$ cat config.mk
export PLATFORM = sky130hd
export DESIGN_NAME = alu_muldiv_flat
export DESIGN_NICKNAME = d
export VERILOG_FILES = /design/src/rtl/alu_muldiv_if.sv /design/src/rtl/alu_muldiv.sv /design/src/flat_wrapper.sv
export SDC_FILE = /design/constraint.sdc
export NUM_CORES = 1
export LEC_CHECK = 0
export BUFFER_PORTS_ARGS = -buffer_cell sky130_fd_sc_hd__buf_4
export CORE_MARGIN = 1.5
export CORE_UTILIZATION = 54
export CTS_CLUSTER_DIAMETER = 50
export CTS_CLUSTER_SIZE = 16
export DETAILED_ROUTE_END_ITERATION = 10
export GPL_TIMING_DRIVEN = 0
export MAX_ROUTING_LAYER = met4
export PLACE_DENSITY = 0.73
export SYNTH_ARGS = -nofsm -noshare
export SYNTH_HDL_FRONTEND = slang
export SYNTH_SLANG_ARGS = --single-unit
$ cat constraint.sdc
create_clock -name clk -period 7.6 [get_ports clk]
set_clock_uncertainty 0.1 [all_clocks]
set_input_delay 1.52 -clock clk [delete_from_list [all_inputs] [get_ports clk]]
set_output_delay 1.52 -clock clk [all_outputs]
set_load 0.02 [all_outputs]
$ cat src/rtl/alu_muldiv_if.sv
// alu_muldiv_if: execute-stage bus between the pipeline (master) and the multiply/divide unit (slave).
interface alu_muldiv_if;
    logic        valid;
    logic [4:0]  alucontrol;
    logic [31:0] srca;
    logic [31:0] srcb;
    logic [31:0] hi;
    logic [31:0] lo;
    logic        busy;
    logic        done;
    modport master (output valid, alucontrol, srca, srcb, input hi, lo, busy, done);
    modport slave (input valid, alucontrol, srca, srcb, output hi, lo, busy, done);
endinterface

$ cat src/rtl/alu_muldiv.sv
// alu_muldiv: iterative MULT/MULTU/DIV/DIVU unit with HI/LO and MTHI/MTLO.
// Defining ALU_MULDIV_FAST_MULT_EN computes multiplies in a single edge.
module alu_muldiv (
    input  logic        clk,
    input  logic        reset_n,
    alu_muldiv_if.slave bus
);
    localparam logic [4:0] MULTU = 5'b00111;
    localparam logic [4:0] MULT  = 5'b01000;
    localparam logic [4:0] DIV   = 5'b01111;
    localparam logic [4:0] DIVU  = 5'b10000;
    localparam logic [4:0] MTHI  = 5'b10001;
    localparam logic [4:0] MTLO  = 5'b10010;

    typedef enum logic [1:0] {IDLE, RUN, FIX} state_t;

    state_t      state, next_state, first_state;
    logic [4:0]  count;
    logic        is_div, sa, sb;
    logic [31:0] a_raw, b_mag, hi_q, lo_q;
    logic [63:0] acc, acc_init, acc_step, prod;
    logic        done_q;

    logic [4:0]  op;
    logic        is_mul_in, is_div_in, is_sgn, start, sa_in, sb_in, idle_wr;
    logic [31:0] a_mag_in, b_mag_in;
    logic [32:0] mul_sum, div_r, div_d;
    logic [31:0] quo, rem, hi_fix, lo_fix;

    assign op        = bus.alucontrol;
    assign is_mul_in = op == MULTU || op == MULT;
    assign is_div_in = op == DIV || op == DIVU;
    assign is_sgn    = op == MULT || op == DIV;
    assign idle_wr   = state == IDLE && bus.valid;
    assign start     = idle_wr && (is_mul_in || is_div_in);
    assign sa_in     = is_sgn & bus.srca[31];
    assign sb_in     = is_sgn & bus.srcb[31];
    assign a_mag_in  = sa_in ? -bus.srca : bus.srca;
    assign b_mag_in  = sb_in ? -bus.srcb : bus.srcb;

`ifdef ALU_MULDIV_FAST_MULT_EN
    assign acc_init    = is_mul_in ? {32'b0, a_mag_in} * {32'b0, b_mag_in} : {32'b0, a_mag_in};
    assign first_state = is_mul_in ? FIX : RUN;
`else
    assign acc_init    = {32'b0, a_mag_in};
    assign first_state = RUN;
`endif

    // acc low half starts as multiplier/dividend; high half accumulates product/remainder
    assign mul_sum  = {1'b0, acc[63:32]} + (acc[0] ? {1'b0, b_mag} : 33'd0);
    assign div_r    = acc[63:31];
    assign div_d    = div_r - {1'b0, b_mag};
    assign acc_step = is_div ? {div_d[32] ? div_r[31:0] : div_d[31:0], acc[30:0], ~div_d[32]}
                             : {mul_sum, acc[31:1]};

    assign prod   = (sa ^ sb) ? -acc : acc;
    assign quo    = (sa ^ sb) ? -acc[31:0] : acc[31:0];
    assign rem    = sa ? -acc[63:32] : acc[63:32];
    assign hi_fix = is_div ? (b_mag == 32'd0 ? a_raw : rem) : prod[63:32];
    assign lo_fix = is_div ? (b_mag == 32'd0 ? 32'hFFFF_FFFF : quo) : prod[31:0];

    always_ff @(posedge clk) begin
        if (!reset_n) state <= IDLE;
        else          state <= next_state;
    end

    always_comb begin
        next_state = state;
        next_state = state == IDLE ? (start ? first_state : IDLE)
                   : state == RUN  ? (count == 5'd31 ? FIX : RUN)
                   : IDLE;
    end

    always_ff @(posedge clk) begin
        if (!reset_n) begin
            count  <= 5'd0;
            is_div <= 1'b0;
            sa     <= 1'b0;
            sb     <= 1'b0;
            a_raw  <= 32'd0;
            b_mag  <= 32'd0;
            acc    <= 64'd0;
            hi_q   <= 32'd0;
            lo_q   <= 32'd0;
            done_q <= 1'b0;
        end else begin
            done_q <= state == FIX;
            if (idle_wr && op == MTHI) hi_q <= bus.srca;
            if (idle_wr && op == MTLO) lo_q <= bus.srca;
            if (start) begin
                count  <= 5'd0;
                is_div <= is_div_in;
                sa     <= sa_in;
                sb     <= sb_in;
                a_raw  <= bus.srca;
                b_mag  <= b_mag_in;
                acc    <= acc_init;
            end else if (state == RUN) begin
                count <= count + 5'd1;
                acc   <= acc_step;
            end else if (state == FIX) begin
                hi_q <= hi_fix;
                lo_q <= lo_fix;
            end
        end
    end

    assign bus.hi   = hi_q;
    assign bus.lo   = lo_q;
    assign bus.busy = state != IDLE;
    assign bus.done = done_q;
endmodule

$ cat src/flat_wrapper.sv
// flat-port wrapper written by rule: the top's interface ports become plain ports
module alu_muldiv_flat 
  (clk, reset_n, bus_valid, bus_alucontrol, bus_srca, bus_srcb, bus_hi, bus_lo, bus_busy, bus_done);
  alu_muldiv_if bus_i ();
  input  logic clk;
  input  logic reset_n;
  input wire logic [$bits(bus_i.valid)-1:0] bus_valid;
  input wire logic [$bits(bus_i.alucontrol)-1:0] bus_alucontrol;
  input wire logic [$bits(bus_i.srca)-1:0] bus_srca;
  input wire logic [$bits(bus_i.srcb)-1:0] bus_srcb;
  output wire logic [$bits(bus_i.hi)-1:0] bus_hi;
  output wire logic [$bits(bus_i.lo)-1:0] bus_lo;
  output wire logic [$bits(bus_i.busy)-1:0] bus_busy;
  output wire logic [$bits(bus_i.done)-1:0] bus_done;
  assign bus_i.valid = bus_valid;
  assign bus_i.alucontrol = bus_alucontrol;
  assign bus_i.srca = bus_srca;
  assign bus_i.srcb = bus_srcb;
  assign bus_hi = bus_i.hi;
  assign bus_lo = bus_i.lo;
  assign bus_busy = bus_i.busy;
  assign bus_done = bus_i.done;
  alu_muldiv u_core (.clk(clk), .reset_n(reset_n), .bus(bus_i));
endmodule
Word level (Yosys, flattened, before mapping) --
Cells that the tools add are included.
Storage, ports and cells: output and inout port bits 66, input bits 72, bits in registers 203
Operators by class: reductions and logical operators 13, equal/unequal tests 9, bitwise operators 5, add/sub/neg operators 8, muxes and demuxes 26
Operator list (count):
- 2-to-1 mux 32 bit | 20
- 2-to-1 mux 64 bit | 2
- negation 32 bit | 4
- negation 64 bit | 1
- adder 32 x 32 -> 33 bit | 1
- subtractor 33 x 32 -> 33 bit | 1
- logical NOT 32 bit | 1
- equality test 5 bit, second input constant | 4
- equality test 5 x 4 -> 1 bit, second input constant | 2
- 2-to-1 mux 2 bit | 3
- adder 5 x 1 -> 5 bit, second input constant | 1
- equality test 5 x 3 -> 1 bit, second input constant | 1
- logical AND 1 bit | 4
- logical OR 1 bit | 4
- nonzero test 2 bit | 2
- bitwise AND 1 bit | 2
- equality test 2 x 1 -> 1 bit, second input constant | 1
- equality test 2 bit, second input constant | 1
- logical NOT 2 bit | 1
- inverter 1 bit | 2
- OR reduction 2 bit | 1
- 2-to-1 mux 1 bit | 1
- bitwise XOR 1 bit | 1

Depth between registers and ports, before layout --
Gate-level depths: netlist of the first run.
depth after elaboration 7, gate-level depth with buffers 15, depth with buffers taken out 13

Worst setup path after synthesis of the first run --
Ideal clock, no wire load.
path kind input-to-reg, from input bus_srca[10], to register u_core.acc[31], required time 7.386 ns, buffers on the path 1, setup time 0.114 ns, stages on the path 9, slack 3.524 ns, arrival 3.861 ns, cells stage by stage clkbuf_1 > or4_1 > or2_2 > or3_1 > nor3_1 > nand3_1 > o21ai_0 > a21oi_1 > a2111oi_0
On the way: longest elaborated chain between the ends 3
RTL lines:
- start: declaration | line flat_wrapper.sv:9 | input wire logic [$bits(bus_i.srca)-1:0] bus_srca;
- negation 32 bit | line alu_muldiv.sv:38 | assign a_mag_in = sa_in ? -bus.srca : bus.srca;
- 2-to-1 mux 32 bit | line alu_muldiv.sv:38
- 2-to-1 mux 32 bit | line alu_muldiv.sv:90 | if (start) begin
- end signal: assignment | line alu_muldiv.sv:97 | acc <= acc_init;
- end signal: assignment | line alu_muldiv.sv:100 | acc <= acc_step;
- end: declaration | line alu_muldiv.sv:21 | logic [63:0] acc, acc_init, acc_step, prod;
No other way between the ends. A chain may end at the register's enable or synchronous reset.

Final worst setup path of the first run --
from register u_core.acc[0], to register u_core.hi_q[12] (netlist: u_core.bus.hi[12])
On the way: longest elaborated chain between the ends 6
RTL lines:
- negation 64 bit | line alu_muldiv.sv:56 | assign prod = (sa ^ sb) ? -acc : acc;
- 2-to-1 mux 64 bit | line alu_muldiv.sv:56
- 2-to-1 mux 32 bit | line alu_muldiv.sv:59 | assign hi_fix = is_div ? (b_mag == 32'd0 ? a_raw : rem) : prod[63:32];
- 2-to-1 mux 32 bit | line alu_muldiv.sv:101 | end else if (state == FIX) begin
- 2-to-1 mux 32 bit | line alu_muldiv.sv:98 | end else if (state == RUN) begin
- 2-to-1 mux 32 bit | line alu_muldiv.sv:90
- end signal: assignment | line alu_muldiv.sv:88 | if (idle_wr && op == MTHI) hi_q <= bus.srca;
- end signal: assignment | line alu_muldiv.sv:102 | hi_q <= hi_fix;
- end: declaration | line alu_muldiv.sv:20 | logic [31:0] a_raw, b_mag, hi_q, lo_q;
No other way between the ends.

==> impl_metrics.json, run 1 <==
{
  "status": "complete, no violations",
  "cts_buffer_depth": 3,
  "setup_viol": 0,
  "r2r_slack_ns": 2.10,
  "avgSynthCellArea_um2": 7.616,
  "fmax_mhz": 181.7,
  "min_to": "u_core.a_raw[1]",
  "gp_congestion": 1.022,
  "antenna_found_initial": 0,
  "die_h_um": 174.1,
  "cts_resized": 0,
  "dp.final_hpwl_um": 49910,
  "cts_tree": "yes",
  "clk-insertion-delay-late_ns": 0.57,
  "worstHoldPathType": "flip-flop to flip-flop",
  "synth_edf_count": 0,
  "htree_levels": 1,
  "vias": 17320,
  "hold_path_depth": 2,
  "fin_crit_sh_pct": 72.41,
  "cts_root_buffer": "clkbuf_16",
  "grt_pass1_vias": 16170,
  "ant_nets": 0,
  "placed_area_um2": 17270,
  "dpl_worst_slack_ns": 2.461,
  "drtIter0Drc": 2222,
  "wirelength_um": 64580,
  "tightest_slew_ns": 1.264,
  "arrival_ns": 5.84,
  "pin_count": 138,
  "nNetsFinal": 2379,
  "clk_pin_slew_worst_paths_ns": 0.07,
  "ir_drop_uv": 171.8,
  "numPortBuffers": 131,
  "synth_area_leader_cell": "dfxtp_1",
  "cts_made_buffers": 27,
  "cts_hold_buf": 0,
  "drc": 0,
  "hold_viol": 0,
  "synthArstFlopShare_pct": 0,
  "synth_area_leaders": "dfxtp_1 (26%), a21oi_1 (7.1%), xor2_1 (5.7%)",
  "dr.pass1.iters": 6,
  "area.growth.synth_to_final_pct": 15.40,
  "design_area_um2": 18240,
  "syn_area_um2": 15800,
  "synth.ff_latch_count": 203,
  "synthCells": 2075,
  "rsz0062_at_grt": "no",
  "synthesis.nets": 2219,
  "whs_ns": 0.3570,
  "fin_crit_ns": 5.503,
  "p_per_area_nw_per_um2": 190.8,
  "endpoint_kind": "flip-flop",
  "antenna_cells": 0,
  "yosysSeqAreaShare_pct": 25.72,
  "synth_top_area_share_pct": 25.72,
  "viasPerCell": 6.561,
  "core-area_um2": 28780,
  "crit_type": "flip-flop to flip-flop",
  "cap_violations": 0,
  "power.leakage_nw": 7.378,
  "worst-path-max-fanout": 10,
  "grt_use_total_pct": 42.69,
  "initial_core_util_pct": 54.91,
  "final.setup.worst_slack_ns": 2.097,
  "die_w_um": 174.1,
  "yosys_warnings": 0,
  "required_ns": 7.94,
  "cts_setup_buffers": 0,
  "final_cell_mix": "a21oi_1 (223), nand2_1 (211), dfxtp_1 (203)",
  "worstReg2RegStart": "u_core.acc[0]",
  "r2r-end": "u_core.bus.hi[12]",
  "cts.sinks": 203,
  "die_area_um2": 30300,
  "drv_slew": 0,
  "startpoint_type": "flip-flop",
  "grt_pass1_wl_um": 97150,
  "hp-start": "u_core.a_raw[1]",
  "row_count": 62,
  "grt_overflow_total": 0,
  "dominantRegCellSynth": "dfxtp_1",
  "mostFrequentLayoutCell": "a21oi_1",
  "grt_max_degree": 16,
  "tns_ns": 0,
  "rr_worst_depth": 13,
  "slew_headroom_pct": 15.75,
  "post_drt_wl_per_cell_um": 24.46,
  "drive_above_1_share_pct": 10.90,
  "yosysUniqueCellTypes": 78
}
## cell families (layout without fill, tap and decap cells)
logic type | count (synthesis) | count (layout) | synth area share [%]
simple gates | 572 | 572 | 16.78
mux | 111 | 111 | 7.237
buf+inv | 224 | 405 | 5.416
flops | 203 | 203 | 25.72
compound gates | 697 | 697 | 28.15
fa+ha+maj | 72 | 72 | 5.796
xor+xnor | 196 | 196 | 10.91
## critical path, stage by stage, from the launching register on
cell and delay (ns):
dfxtp_1 0.42, clkinv_1 0.35, clkbuf_1 0.58, ha_1 0.29, nand2_1 0.10, nor4_1 0.86
nand2_1 0.39, nor2_1 0.76, nand2_2 0.27, clkbuf_1 0.39, o21ai_0 0.29, xor2_1 0.17
nor2_1 0.06, o31a_1 0.33
## through the flow
step                power (mW)  cells  util, %
finish                   3.480   2640    63.36
global route             3.583   2640    63.36
CTS                      3.438   2640    63.36
detailed placement       2.078   2590    59.99
global placement         2.068   2590    59.99
floorplan                1.775   2075        -
## worst max-delay path by stage
stage,start,to,depth (start not counted)
final,u_core.acc[0],u_core.bus.hi[12],13
after global routing,u_core.acc[0],u_core.bus.hi[12],13
after CTS,u_core.acc[0],u_core.bus.hi[12],13
after detailed placement,u_core.acc[0],u_core.bus.hi[28],13
after global placement,u_core.acc[0],u_core.bus.hi[28],13
after floorplan,bus_srca[10],u_core.acc[31],9
## flip-flops by register name, summed over array words and instances, names as in the netlist
register         cells
u_core.is_div        1
u_core.bus.done      1
u_core.count         5
u_core.bus.lo       32
u_core.b_mag        32
u_core.sa            1
u_core.acc          64
u_core.state         2
u_core.a_raw        32
u_core.bus.hi       32
u_core.sb            1
## power breakdown
part,total [mW],leakage (nW),switching [mW],internal [mW]
logic,0.953,5.26,0.607,0.346
clock network,1.39,0.477,0.593,0.793
registers,1.14,1.64,0.0451,1.10
total,3.48,7.38,1.25,2.23
## layer usage
layer,wire length (µm),share of wire (%),GRT usage (%)
met1,25570,40,52.72
met2,28840,45,67.28
met3,5884,9.1,5.534
met4,4276,6.6,24.17
met5,0,0,-
## synth_stat cells (all sizes together), types with 28 or more instances
library cell / number
mux2i: 85
nand2: 212
nor3: 33
a21o: 31
nor2: 178
dfxtp: 203
o21ai: 166
a211oi: 70
o221ai: 28
a221oi: 34
xnor2: 92
inv: 65
clkbuf: 140
xor2: 104
ha: 70
a21oi: 223
## final cells by class
class	count	area [µm²]
Buffer	157	604.3
Timing Repair Buffer	131	983.4
Inverter	67	251.5
Multi-Input combinational cell	1648	10880
Fill cell	2656	10540
Clock inverter	22	280.3
Clock buffer	28	689.4
Sequential cell	203	4064
Tap cell	384	480.5
No activity file was read; power rests on OpenSTA's default activity.
==> run 2: changes to the inputs <==
clock period = 5.1 ns   (was 7.6 ns; I/O delays follow)
==> run 2 against run 1 <==
Setup slack worse by 1.9 ns. Sequential cell count stayed put. Clock power is 49% higher. Die area stayed put. Cell count stayed put. Final area hardly changed. Total power is 49% higher. First-iteration DRC count is 0.23% higher. Combinational power is 49% higher. Register-to-register slack worse by 1.9 ns. Wire length is 0.15% higher. Critical path type unchanged. Largest power group unchanged.
==> impl_metrics.json, run 2 (synthesis results as in run 1) <==
{
  "hold_viol": 0,
  "dr_wl_met2_um": 28910,
  "die_area_um2": 30300,
  "fin_util_pct": 63.39,
  "met1_length_um": 25860,
  "slew_headroom_pct": 18.04,
  "cts_buffer_depth": 3,
  "grt_pass1_wl_um": 97150,
  "grt_max_degree": 16,
  "cts.sinks": 203,
  "dp.final_hpwl_um": 49910,
  "gp_congestion": 1.022,
  "htree_levels": 1,
  "rr_worst_depth": 14,
  "cts_tree": "yes",
  "report.power.total_mw": 5.191,
  "hold_path_depth": 2,
  "grt_pass1_vias": 16170,
  "cap_violations": 0,
  "area.growth.synth_to_final_pct": 15.46,
  "drc": 0,
  "antenna_cells": 0,
  "cts_hold_buf": 0,
  "power_frac_seq_pct": 32.8,
  "mostFrequentLayoutCell": "a21oi_1",
  "power.internal_mw": 3.331,
  "drtIter0Drc": 2227,
  "ir_drop_uv": 255.0,
  "setup_viol": 0,
  "drive_above_1_share_pct": 10.99,
  "initial_core_util_pct": 54.91,
  "combPwrFrac_pct": 27.4,
  "clk_pin_slew_worst_paths_ns": 0.08,
  "antenna_found_initial": 0,
  "worstHoldPathType": "flip-flop to flip-flop",
  "endpoint_kind": "flip-flop",
  "core-area_um2": 28780,
  "required_ns": 5.46,
  "met3_length_um": 5622,
  "die_h_um": 174.1,
  "grt_use_total_pct": 42.69,
  "fillers": 2654,
  "numPortBuffers": 131,
  "final_cell_mix": "a21oi_1 (223), nand2_1 (211), dfxtp_1 (203)",
  "tightest_slew_ns": 1.229,
  "post_drt_wl_per_cell_um": 24.50,
  "fmax_mhz": 203.9,
  "p_per_area_nw_per_um2": 284.5,
  "largest-register": "u_core.acc",
  "cts_root_buffer": "clkbuf_16",
  "drv_slew": 0,
  "row_count": 62,
  "rsz0062_at_grt": "no",
  "nNetsFinal": 2379,
  "dpl_worst_slack_ns": -0.03878,
  "tns_ns": 0,
  "startpoint_type": "flip-flop",
  "vias": 17340,
  "grt_overflow_total": 0,
  "whs_ns": 0.3573,
  "arrival_ns": 5.26,
  "largest_register_ffs": 64,
  "die_w_um": 174.1,
  "clk-insertion-delay-late_ns": 0.57,
  "ant_nets": 0,
  "pin_count": 138,
  "dr.pass1.iters": 6,
  "cts_setup_buffers": 0,
  "fin_crit_ns": 4.905,
  "worst-path-max-fanout": 10,
  "power.leakage_nw": 7.380,
  "final.setup.worst_slack_ns": 0.1950,
  "p_clk_share_pct": 39.8,
  "dr.max_layer_used": "met4",
  "switching_power_mw": 1.859,
  "switching_share_pct": 35.82,
  "wirelength_um": 64670,
  "fin_crit_sh_pct": 96.18,
  "crit_type": "flip-flop to flip-flop",
  "cts_made_buffers": 27,
  "viasPerCell": 6.567,
  "status": "complete, no violations"
}
==> run 2: worst max-delay path, cell delays in order (launching register included) <==
cell and delay [ns]:
dfxtp_1 0.54, clkinv_1 0.52, clkbuf_1 0.39, nor2_1 0.19, ha_1 0.31, and3_1 0.20
and3_1 0.21, a22oi_1 0.17, nand2_1 0.16, a221oi_1 0.89, o311a_1 0.30, o21bai_1 0.12
a2111oi_0 0.45, nor4_1 0.11, o21a_1 0.13
==> run 2: path summary, 6_finish.rpt <==
kind / start / to / slack (ns)
setup / recovery: u_core.acc[0] / u_core.acc[63] / 0.20
hold / removal: u_core.a_raw[1] / u_core.a_raw[1] / 0.36
setup reg to reg: u_core.acc[0] / u_core.acc[63] / 0.20
hold reg to reg: u_core.a_raw[1] / u_core.a_raw[1] / 0.36
==> run 2: metal layers <==
layer,track usage (%),up-vias
met3,5.534,241
met5,-,-
met4,24.17,0
met2,67.28,1009
li1,-,7898
met1,52.71,8190
==> run 2: power groups by stage <==
stage	clock (mW)	combinational (mW)	sequential (mW)
detailed placement	0	1.37	1.73
finish	2.07	1.42	1.70
floorplan	0	0.934	1.71
global route	2.12	1.52	1.70
CTS	2.05	1.37	1.70
global placement	0	1.35	1.73
==> run 2: repair_timing <==
item | 4_1_cts | 5_1_grt
pin swaps | 0 | 0
endpoints found under the setup margin | 4 | 2
resized for setup | 1 | 1
==> run 2: through the flow <==
step	area, µm²	cells
after floorplan	15800	2075
after global placement	17270	2590
after CTS	18240	2640
after detailed placement	17270	2590
after global routing	18250	2640
final	18250	2640
==> run 2: cell type report <==
class	count	area [µm²]	area share, %
Inverter	67	251.5	1.378
Multi-Input combinational cell	1648	10890	59.70
Clock buffer	28	689.4	3.779
Sequential cell	203	4064	22.27
Tap cell	384	480.5	2.633
Timing Repair Buffer	131	983.4	5.390
Clock inverter	22	280.3	1.536
Buffer	157	604.3	3.312
